`src/rtl/onehot_operand_encoder.sv`:
```
// Builds a legal one-hot operand set A1..A4 from an (index, value) request.
// Each request sweeps all four slots, one per cycle, then holds the set until it is consumed.
module onehot_operand_encoder #(
  parameter int unsigned WIDTH      = 5,
  parameter int unsigned CLR_CYCLES = 4
) (
  input  logic             clk,
  input  logic             rst_n,
  input  logic             in_valid,
  output logic             in_ready,
  input  logic [1:0]       in_idx,
  input  logic [WIDTH-1:0] in_val,
  output logic             out_valid,
  input  logic             out_ready,
  output logic [WIDTH-1:0] A1,
  output logic [WIDTH-1:0] A2,
  output logic [WIDTH-1:0] A3,
  output logic [WIDTH-1:0] A4,
  output logic             err,
  output logic             busy
);

  typedef enum logic [1:0] {
    StIdle,
    StSweep,
    StValid
  } state_e;

  localparam logic [1:0] LastCnt = 2'(CLR_CYCLES - 1);

  state_e           state_q, state_d;
  logic [1:0]       cnt_q, cnt_d;
  logic [1:0]       idx_q, idx_d;
  logic [WIDTH-1:0] val_q, val_d;
  logic [WIDTH-1:0] slot_q [4];
  logic [WIDTH-1:0] slot_d [4];
  logic             err_q, err_d;
  logic             in_ready_q, in_ready_d;
  logic             out_valid_q, out_valid_d;
  logic             busy_q, busy_d;

  always_comb begin
    state_d = state_q;
    cnt_d   = cnt_q;
    idx_d   = idx_q;
    val_d   = val_q;
    err_d   = err_q;
    for (int i = 0; i < 4; i++) begin
      slot_d[i] = slot_q[i];
    end

    unique case (state_q)
      StIdle: begin
        if (in_valid && in_ready_q) begin
          state_d = StSweep;
          idx_d   = in_idx;
          val_d   = in_val;
          cnt_d   = 2'd0;
          if (in_val == '0) begin
            err_d = 1'b1;
          end
        end
      end
      StSweep: begin
        // Every slot is rewritten so a stale value from the previous set can never survive.
        slot_d[cnt_q] = (cnt_q == idx_q) ? val_q : '0;
        cnt_d         = cnt_q + 2'd1;
        if (cnt_q == LastCnt) begin
          state_d = StValid;
        end
      end
      StValid: begin
        if (out_ready) begin
          state_d = StIdle;
        end
      end
      default: state_d = StIdle;
    endcase

    in_ready_d  = (state_d == StIdle);
    out_valid_d = (state_d == StValid);
    busy_d      = (state_d == StSweep);
  end

  always_ff @(posedge clk or negedge rst_n) begin
    if (!rst_n) begin
      state_q     <= StIdle;
      cnt_q       <= 2'd0;
      idx_q       <= 2'd0;
      val_q       <= '0;
      err_q       <= 1'b0;
      in_ready_q  <= 1'b1;
      out_valid_q <= 1'b0;
      busy_q      <= 1'b0;
      for (int i = 0; i < 4; i++) begin
        slot_q[i] <= '0;
      end
    end else begin
      state_q     <= state_d;
      cnt_q       <= cnt_d;
      idx_q       <= idx_d;
      val_q       <= val_d;
      err_q       <= err_d;
      in_ready_q  <= in_ready_d;
      out_valid_q <= out_valid_d;
      busy_q      <= busy_d;
      for (int i = 0; i < 4; i++) begin
        slot_q[i] <= slot_d[i];
      end
    end
  end

  assign in_ready  = in_ready_q;
  assign out_valid = out_valid_q;
  assign busy      = busy_q;
  assign err       = err_q;
  assign A1        = slot_q[0];
  assign A2        = slot_q[1];
  assign A3        = slot_q[2];
  assign A4        = slot_q[3];

endmodule
```
`config.mk`:
```
export PLATFORM = sky130hd
export DESIGN_NAME = onehot_operand_encoder
export DESIGN_NICKNAME = d
export VERILOG_FILES = /design/src/rtl/onehot_operand_encoder.sv
export SDC_FILE = /design/constraint.sdc
export NUM_CORES = 1
export LEC_CHECK = 0
export CAP_MARGIN = 20
export CORE_AREA = 2 2 57 59
export DETAILED_ROUTE_END_ITERATION = 16
export DIE_AREA = 0 0 59 61
export DONT_BUFFER_PORTS = 1
export PLACE_DENSITY = 0.68
export SLEW_MARGIN = 20
export SYNTH_ARGS = -nofsm -noshare
export SYNTH_HDL_FRONTEND = slang
export SYNTH_SLANG_ARGS = --single-unit
```
`constraint.sdc`:
```
create_clock -name clk -period 1.7 [get_ports clk]
set_input_delay 0.255 -clock clk [delete_from_list [all_inputs] [get_ports clk]]
set_output_delay 0.255 -clock clk [all_outputs]
set_load 0.01 [all_outputs]
```
## Yosys cells after proc, flatten, opt, wreduce, memory -nomap -nowiden

Index checks and enable logic that the tools add are counted.

| cells by class | value |
|---|---|
| $add $sub $neg | 1 |
| magnitude comparators | 2 |
| equality and inequality tests | 7 |
| muxes and demuxes | 10 |
| bitwise operators | 1 |
| reduce and logical (&&, ||, !) cells | 9 |

Operators by type and width:

| kind | number |
|---|---|
| bitwise mux 20 bit | 1 |
| demux 5 bit (select 2 bit) | 1 |
| 2-to-1 mux 5 bit | 2 |
| 2-to-1 mux 2 bit | 4 |
| == test 2 bit, second input constant | 3 |
| case mux 2 bit (3 select lines) | 1 |
| logical NOT 5 bit | 1 |
| == test 2 x 1 -> 1 bit, second input constant | 2 |
| logical NOT 2 bit | 2 |
| case mux 2 bit (2 select lines) | 1 |
| AND reduction 2 bit | 2 |
| >= comparator 3 bit, second input constant | 1 |
| less-than comparator 3 x 1 -> 1 bit, second input constant | 1 |
| NOT 2 -> 3 bit | 1 |
| AND reduction 3 bit | 1 |
| adder 2 x 1 -> 2 bit, second input constant | 1 |
| == test 2 bit | 1 |
| logical AND 1 bit | 2 |
| != test 2 bit, second input constant | 1 |
| nonzero test 2 bit | 1 |

| storage, ports and cells | value |
|---|---|
| flip-flop bits (word level) | 35 |
| bits of input ports | 11 |
| output and inout bits | 24 |
| word-level logic and storage cells | 42 |

## Logic depth before layout (Yosys ltp)

Gate-level depths: netlist of the first run.

| logic depth | value |
|---|---|
| word-level depth | 6 |
| depth in mapped cells | 5 |

## Worst setup path after synthesis of the first run

Ideal clock, no wire load.

| path | value |
|---|---|
| path type | reg2reg |
| start | register state_q[0] |
| end | register idx_q[0] |
| library setup time | 0.125 ns |
| arrival time | 1.231 ns |
| setup slack | 0.344 ns |
| cell stages (with the launch flop) | 5 |
| path buffers | 2 |
| period minus slack after synthesis | 1.356 ns |
| cell sequence | dfrtp_1 buf_2 and4bb_4 buf_6 mux2_4 |

| between the ends | value |
|---|---|
| longest elaborated chain between the ends | 2 |

RTL lines:

| what | RTL line | RTL |
|---|---|---|
| start, declared | 31 | `state_e state_q, state_d;` |
| start signal, assigned | 87 | `state_q <= StIdle;` |
| start signal, assigned | 99 | `state_q <= state_d;` |
| logical NOT 2 bit | 52 | `unique case (state_q)` |
| AND reduction 2 bit (no source line) | - |  |
| end signal, assigned | 101 | `idx_q <= idx_d;` |
| end, declared | 33 | `logic [1:0] idx_q, idx_d;` |

Every way passes these cells.
A chain may end at the register's enable or synchronous reset.

## Worst setup path in the final report of the first run

| path | value |
|---|---|
| start | register state_q[1] |
| end | register val_q[1] |

| between the ends | value |
|---|---|
| longest elaborated chain between the ends | 2 |

RTL lines:

| what | RTL line | RTL |
|---|---|---|
| logical NOT 2 bit | 52 |  |
| AND reduction 2 bit (no source line) | - |  |
| end signal, assigned | 102 | `val_q <= val_d;` |
| end, declared | 34 | `logic [WIDTH-1:0] val_q, val_d;` |

Every way passes these cells.

==> results of run 1 <==
[metrics by stage]
| step | utilization (%) | hold WS, ns | instance area [um2] | cells | setup WS (ns) |
|---|---|---|---|---|---|
| 2_1_floorplan | - | -0.04059 | 1408 | 119 | 0.3440 |
| 3_3_place_gp | 48.39 | -0.03969 | 1429 | 149 | 0.3047 |
| 3_5_place_dp | 48.39 | -0.03968 | 1429 | 149 | 0.2801 |
| 4_1_cts | 51.19 | 0.04710 | 1511 | 159 | 0.2706 |
| 5_1_grt | 51.19 | 0.02933 | 1511 | 159 | 0.1240 |
| 6_report | 51.19 | 0.06282 | 1511 | 159 | 0.2696 |
[path summary, 6_finish.rpt]
| path | from | to | slack (ns) | cells past startpoint |
|---|---|---|---|---|
| setup / recovery | state_q[1]$_DFF_PN0_ | val_q[1]$_DFFE_PN0P_ | 0.27 | 2 |
| hold / removal | in_idx[0] | idx_q[0]$_DFFE_PN0P_ | 0.06 | 1 |
| setup reg to reg | state_q[1]$_DFF_PN0_ | val_q[1]$_DFFE_PN0P_ | 0.27 | 2 |
| hold reg to reg | val_q[2]$_DFFE_PN0P_ | val_q[2]$_DFFE_PN0P_ | 0.53 | 1 |
| max in group asynchronous | rst_n | in_ready$_DFF_PN1_ | 1.09 | 2 |
| min in group asynchronous | rst_n | A1[0]$_DFFE_PN0P_ | 0.36 | 2 |
[cell usage after synthesis (all sizes together)]
master	instances
a211oi	1
a31o	1
and2b	1
and4bb	1
buf	2
clkbuf	1
dfrtp	34
dfstp	1
ha	4
inv	2
mux2	7
nand2	24
nand2b	1
nand3	5
nand3b	4
nor2	2
nor3	1
o21ai	21
o21bai	2
o31ai	1
or3	1
xnor2	2
[per-layer routing]
layer / vias to the layer above / wire, um
met2: 40 / 1194
met5: - / 0
li1: 418 / -
met3: 5 / 220
met1: 413 / 1109
met4: 0 / 43
[flip-flops by register name, indices dropped and copies added, names as in the netlist, 2 cells and up]
signal	count
A1	5
A2	5
A3	5
A4	5
cnt_q	2
idx_q	2
state_q	2
val_q	5
[what timing repair did]
action                                 4_1_cts  5_1_grt
gates resized for setup                      0        0
endpoints found under the hold margin       35        0
hold buffers                                 2        0
[logic make-up (layout without fill, tap and decap cells)]
family	after synthesis	after routing	share of synthesized area (%)
and+or+nand+nor	40	40	13.78
DFF	35	35	62.31
AOI/OAI and AO/OA	26	26	10.22
muxes	7	7	6.933
buffers and inverters	5	12	1.955
adders and majority gates	4	4	3.556
xor gates and xnor gates	2	2	1.245
[report_power, final]
| part | internal (uW) | switching [uW] |
|---|---|---|
| Clock | 154 | 268 |
| Sequential | 1220 | 400 |
| Combinational | 385 | 494 |
| Total | 1750 | 1160 |
[layout make-up]
class	count	area (um2)
fillers	276	1441
inverters	2	7.507
repair buffers	2	30.03
clock buffers	5	37.54
well taps	33	41.29
flip-flops and latches	35	877.1
clock inverters	3	15.01
multi-input cells	79	503.0
==> flow_summary_export.csv, run 1 <==
group,metric,value,unit
power_and_ir_drop,p_per_area,1930,nW/um2
place,gp_congestion,0.7434,
detailed_routing,post_drt_via_cell_ratio,5.509,
timing,finalClockSkew,0.005528,ns
synthesis,synthTopCellsByArea,"dfrtp_1, o21ai_0, nand2_1",
synthesis,synthesis.area,1408,um2
hold_path,hold_path_class,"primary input to register",
floorplanning,rows,20,
timing,finalMaxSlewViolations,0,
grt,globalRouteMet1Util,19.26,%
power_and_ir_drop,p_leak,0.0006977,uW
timing,max-slew-margin-rel,72.59,%
grt,grt.busiest_layer,"met2",
detailed_routing,drtAntennaViolNets,0,
final_layout,drive_above_1_share,15.08,%
final_layout,antenna_cells,0,
clock_network,cts.htree.levels,2,
setup_path,crit_family,"simple AND/OR/NAND/NOR gates",
setup_path,critPathMaxFanout,13,
detailed_routing,routed_wl,2568,um
detailed_routing,drtIter0Drc,37,
synthesis,syn_avg_cell_area,11.83,um2
synthesis,synth_nets,134,
setup_path,crit_chain,"and4bb_4 > mux2_2",
timing,setup_viol,0,
synthesis,synth_warnings,0,
final_layout,layout_commonest_cell,"dfrtp_1",
outcome,status,"completed",
timing,period_share,84.14,%
floorplanning,dieArea,3599,um2
setup_path,start_kind,"register",
setup_path,worstPathArrival,1.66,ns
clock_network,cts_buffers,5,
power_and_ir_drop,power,2917,uW
synthesis,synthCells,119,
timing,fmax,699.1,MHz
place,port_buffers,0,
clock_network,clk_latency,0.33,ns
synthesis,yosysTopAreaCell,"dfrtp_1",
floorplanning,io_pins,35,
detailed_routing,wl_per_cell,16.15,um
grt,grt_pass1_vias,891,
floorplanning,chipWidth,59,um
grt,grt_max_degree,36,
grt,grt_usage,16.42,%
synthesis,synth-seq-cells,35,
timing,period_needed,1.430,ns
setup_path,crit_buf_inv,0,
timing,hold_viol,0,
grt,use_met3,8.316,%
power_and_ir_drop,ir_drop,0.8293,mV
clock_network,cts_buffer_depth,2,
synthesis,yosys.area.top_type_share,60.44,%
clock_network,post_cts_buffers,0,
clock_network,cts-root-buf,"clkbuf_4",
place,dp_hpwl,1890,um
floorplanning,start_util,47.67,%
timing,grt_setup_unrepaired,"no",
setup_path,critPathKind,"register to register",
grt,use_met2,25.71,%
detailed_routing,drc_errors,0,
timing,tns,0,ns
final_layout,final_cell_mix,"dfrtp_1, nand2_1, o21ai_0",
timing,tightest_slew,0.4100,ns
detailed_routing,vias,876,
setup_path,end_kind,"register",
final_layout,syn_to_final_growth,7.378,%
grt,grt_first_pass_wirelength,4174,um
clock_network,cts_tree,"yes",
synthesis,synthDistinctLibCells,24,
synthesis,seq_area_frac_synth,62.31,%
detailed_routing,first_pass_iters,4,
flow_run,drv_cap,0,
floorplanning,core_area,2953,um2
setup_path,critical-path-max-stage-delay,0.50,ns
floorplanning,die-height,61,um
setup_path,crit_slowest_cell,"and4bb_4",
setup_path,cp.required,1.92,ns
grt,antenna_found_initial,0,
clock_network,cts.clk_slew.worst_paths,0.10,ns
grt,grt.overflow.total,0,
final_layout,fin_nets,140,
clock_network,clkSinkCount,35,
Power figures use the tool's default switching activity.
==> run 2, diff against run 1 <==
clock period = 1.45 ns   (was 1.7 ns; I/O delays follow)
==> run 2 against run 1 <==
Setup slack worse by 0.20 ns. Routed wire length up 0.70%. Register-to-register slack worse by 0.20 ns. Combinational power up 39%. Global-route usage down 0.082 points. Total power up 27%. Cell count up 7.5%. Core utilization up 4.6 points. Fmax up 3.5%. Sequential cell count unchanged. Via count up 4.3%.
==> flow_summary_export.csv, run 2 (same netlist as run 1, synthesis figures left out) <==
group,metric,value,unit
outcome,status,"completed",
setup_path,cp.required,1.68,ns
setup_path,start_kind,"register",
timing,tightest_slew,0.2418,ns
detailed_routing,drtIter0Drc,34,
final_layout,syn_to_final_growth,16.98,%
timing,max-slew-margin-rel,83.80,%
clock_network,cts_tree,"yes",
flow_run,drv_cap,0,
hold_path,hold_path_class,"primary input to register",
final_layout,antenna_cells,0,
place,port_buffers,0,
timing,setup_viol,0,
detailed_routing,wl_per_cell,15.12,um
timing,finalMaxSlewViolations,0,
final_layout,fin_nets,152,
power_and_ir_drop,comb_power_share,33.1,%
clock_network,cts_buffers,5,
place,gp_congestion,0.7452,
floorplanning,io_pins,35,
grt,antenna_found_initial,0,
timing,tns,0,ns
place,dp_hpwl,1870,um
detailed_routing,drc_errors,0,
detailed_routing,routed_wl,2586,um
clock_network,cts.clk_slew.worst_paths,0.10,ns
clock_network,cts_buffer_depth,2,
setup_path,critPathMaxFanout,13,
grt,grt_max_degree,36,
final_layout,drive_above_1_share,21.01,%
timing,fmax,723.3,MHz
clock_network,clkSinkCount,35,
detailed_routing,drtAntennaViolNets,0,
floorplanning,chipWidth,59,um
clock_network,cts-root-buf,"clkbuf_4",
grt,grt.overflow.total,0,
power_and_ir_drop,swShare,37.84,%
power_and_ir_drop,ir_drop,0.8234,mV
timing,hold_viol,0,
power_and_ir_drop,internal_power,2298,uW
detailed_routing,post_drt_via_cell_ratio,5.345,
detailed_routing,first_pass_iters,4,
timing,finalClockSkew,0.01017,ns
timing,period_share,95.35,%
floorplanning,start_util,47.67,%
setup_path,worstPathArrival,1.62,ns
grt,grt_usage,16.34,%
grt,grt_pass1_vias,867,
clock_network,cts.htree.levels,2,
power_and_ir_drop,p_leak,0.0007642,uW
floorplanning,rows,20,
grt,grt_first_pass_wirelength,4174,um
clock_network,clk_latency,0.34,ns
timing,period_needed,1.383,ns
final_layout,fillers,273,
detailed_routing,vias,914,
floorplanning,die-height,61,um
final_layout,layout_commonest_cell,"dfrtp_1",
final_layout,final_cell_mix,"dfrtp_1, nand2_1, o21ai_0, buf_4",
setup_path,critPathKind,"register to register",
power_and_ir_drop,p_sw,1399,uW
timing,grt_setup_unrepaired,"no",
power_and_ir_drop,p_per_area,2245,nW/um2
floorplanning,dieArea,3599,um2
power_and_ir_drop,p_clk_share,16.4,%
setup_path,end_kind,"register",
floorplanning,core_area,2953,um2
power_and_ir_drop,power,3697,uW
power_and_ir_drop,power_frac_seq,50.5,%
run 2: critical path, stage by stage (launching register included):
cell      delay (ns)
dfstp_2         0.54
and4bb_4        0.38
mux2_2          0.36
run 2: final timing paths:
path / start / endpoint / slack, ns / cells after the start
max: in_ready$_DFF_PN1_ / val_q[1]$_DFFE_PN0P_ / 0.07 / 2
min in group asynchronous: rst_n / A1[1]$_DFFE_PN0P_ / 0.31 / 2
min: in_idx[1] / idx_q[1]$_DFFE_PN0P_ / 0.02 / 1
min reg2reg: val_q[4]$_DFFE_PN0P_ / val_q[4]$_DFFE_PN0P_ / 0.52 / 1
max in group asynchronous: rst_n / in_ready$_DFF_PN1_ / 0.88 / 2
max reg2reg: in_ready$_DFF_PN1_ / val_q[1]$_DFFE_PN0P_ / 0.07 / 2
run 2: metal layers:
layer | up-vias | global-route usage [%] | part of all wire (%)
met5 | - | 0 | 0
met3 | 6 | 8.955 | 8.2
met2 | 34 | 26.03 | 48
li1 | 441 | - | -
met1 | 433 | 17.90 | 42
met4 | 0 | 7.792 | 2.0
run 2: layout make-up:
cell class | instances | area (um2) | share of cell area (%)
clock inverters | 1 | 7.507 | 0.4559
well taps | 33 | 41.29 | 2.508
clock buffers | 7 | 65.06 | 3.951
flip-flops and latches | 35 | 877.1 | 53.27
repair buffers | 14 | 130.1 | 7.903
inverters | 2 | 7.507 | 0.4559
multi-input cells | 79 | 518.0 | 31.46
run 2: power groups by stage:
stage,Combinational [uW],Clock [uW],Sequential [uW]
2_1_floorplan,868,0,1800
3_3_place_gp,1050,0,1860
3_5_place_dp,1100,0,1880
4_1_cts,1130,622,1860
5_1_grt,1390,668,1930
6_report,1220,607,1870
run 2: timing repair:
action	CTS	global route
endpoints found under the hold margin	35	4
endpoints found under the setup margin	0	18
buffers inserted	0	5
gates resized for setup	0	2
hold buffers	2	4
run 2: per-stage QoR:
step	cell area (um2)	util (%)	instances	setup slack, ns	hold slack (ns)
2_1_floorplan	1408	-	119	0.09403	-0.07809
3_3_place_gp	1451	49.15	152	0.1018	-0.07718
3_5_place_dp	1451	49.15	152	0.07059	-0.07713
4_1_cts	1554	52.63	162	0.06365	0.0005588
5_1_grt	1647	55.76	171	0.02840	0.001565
6_report	1647	55.76	171	0.06739	0.02136
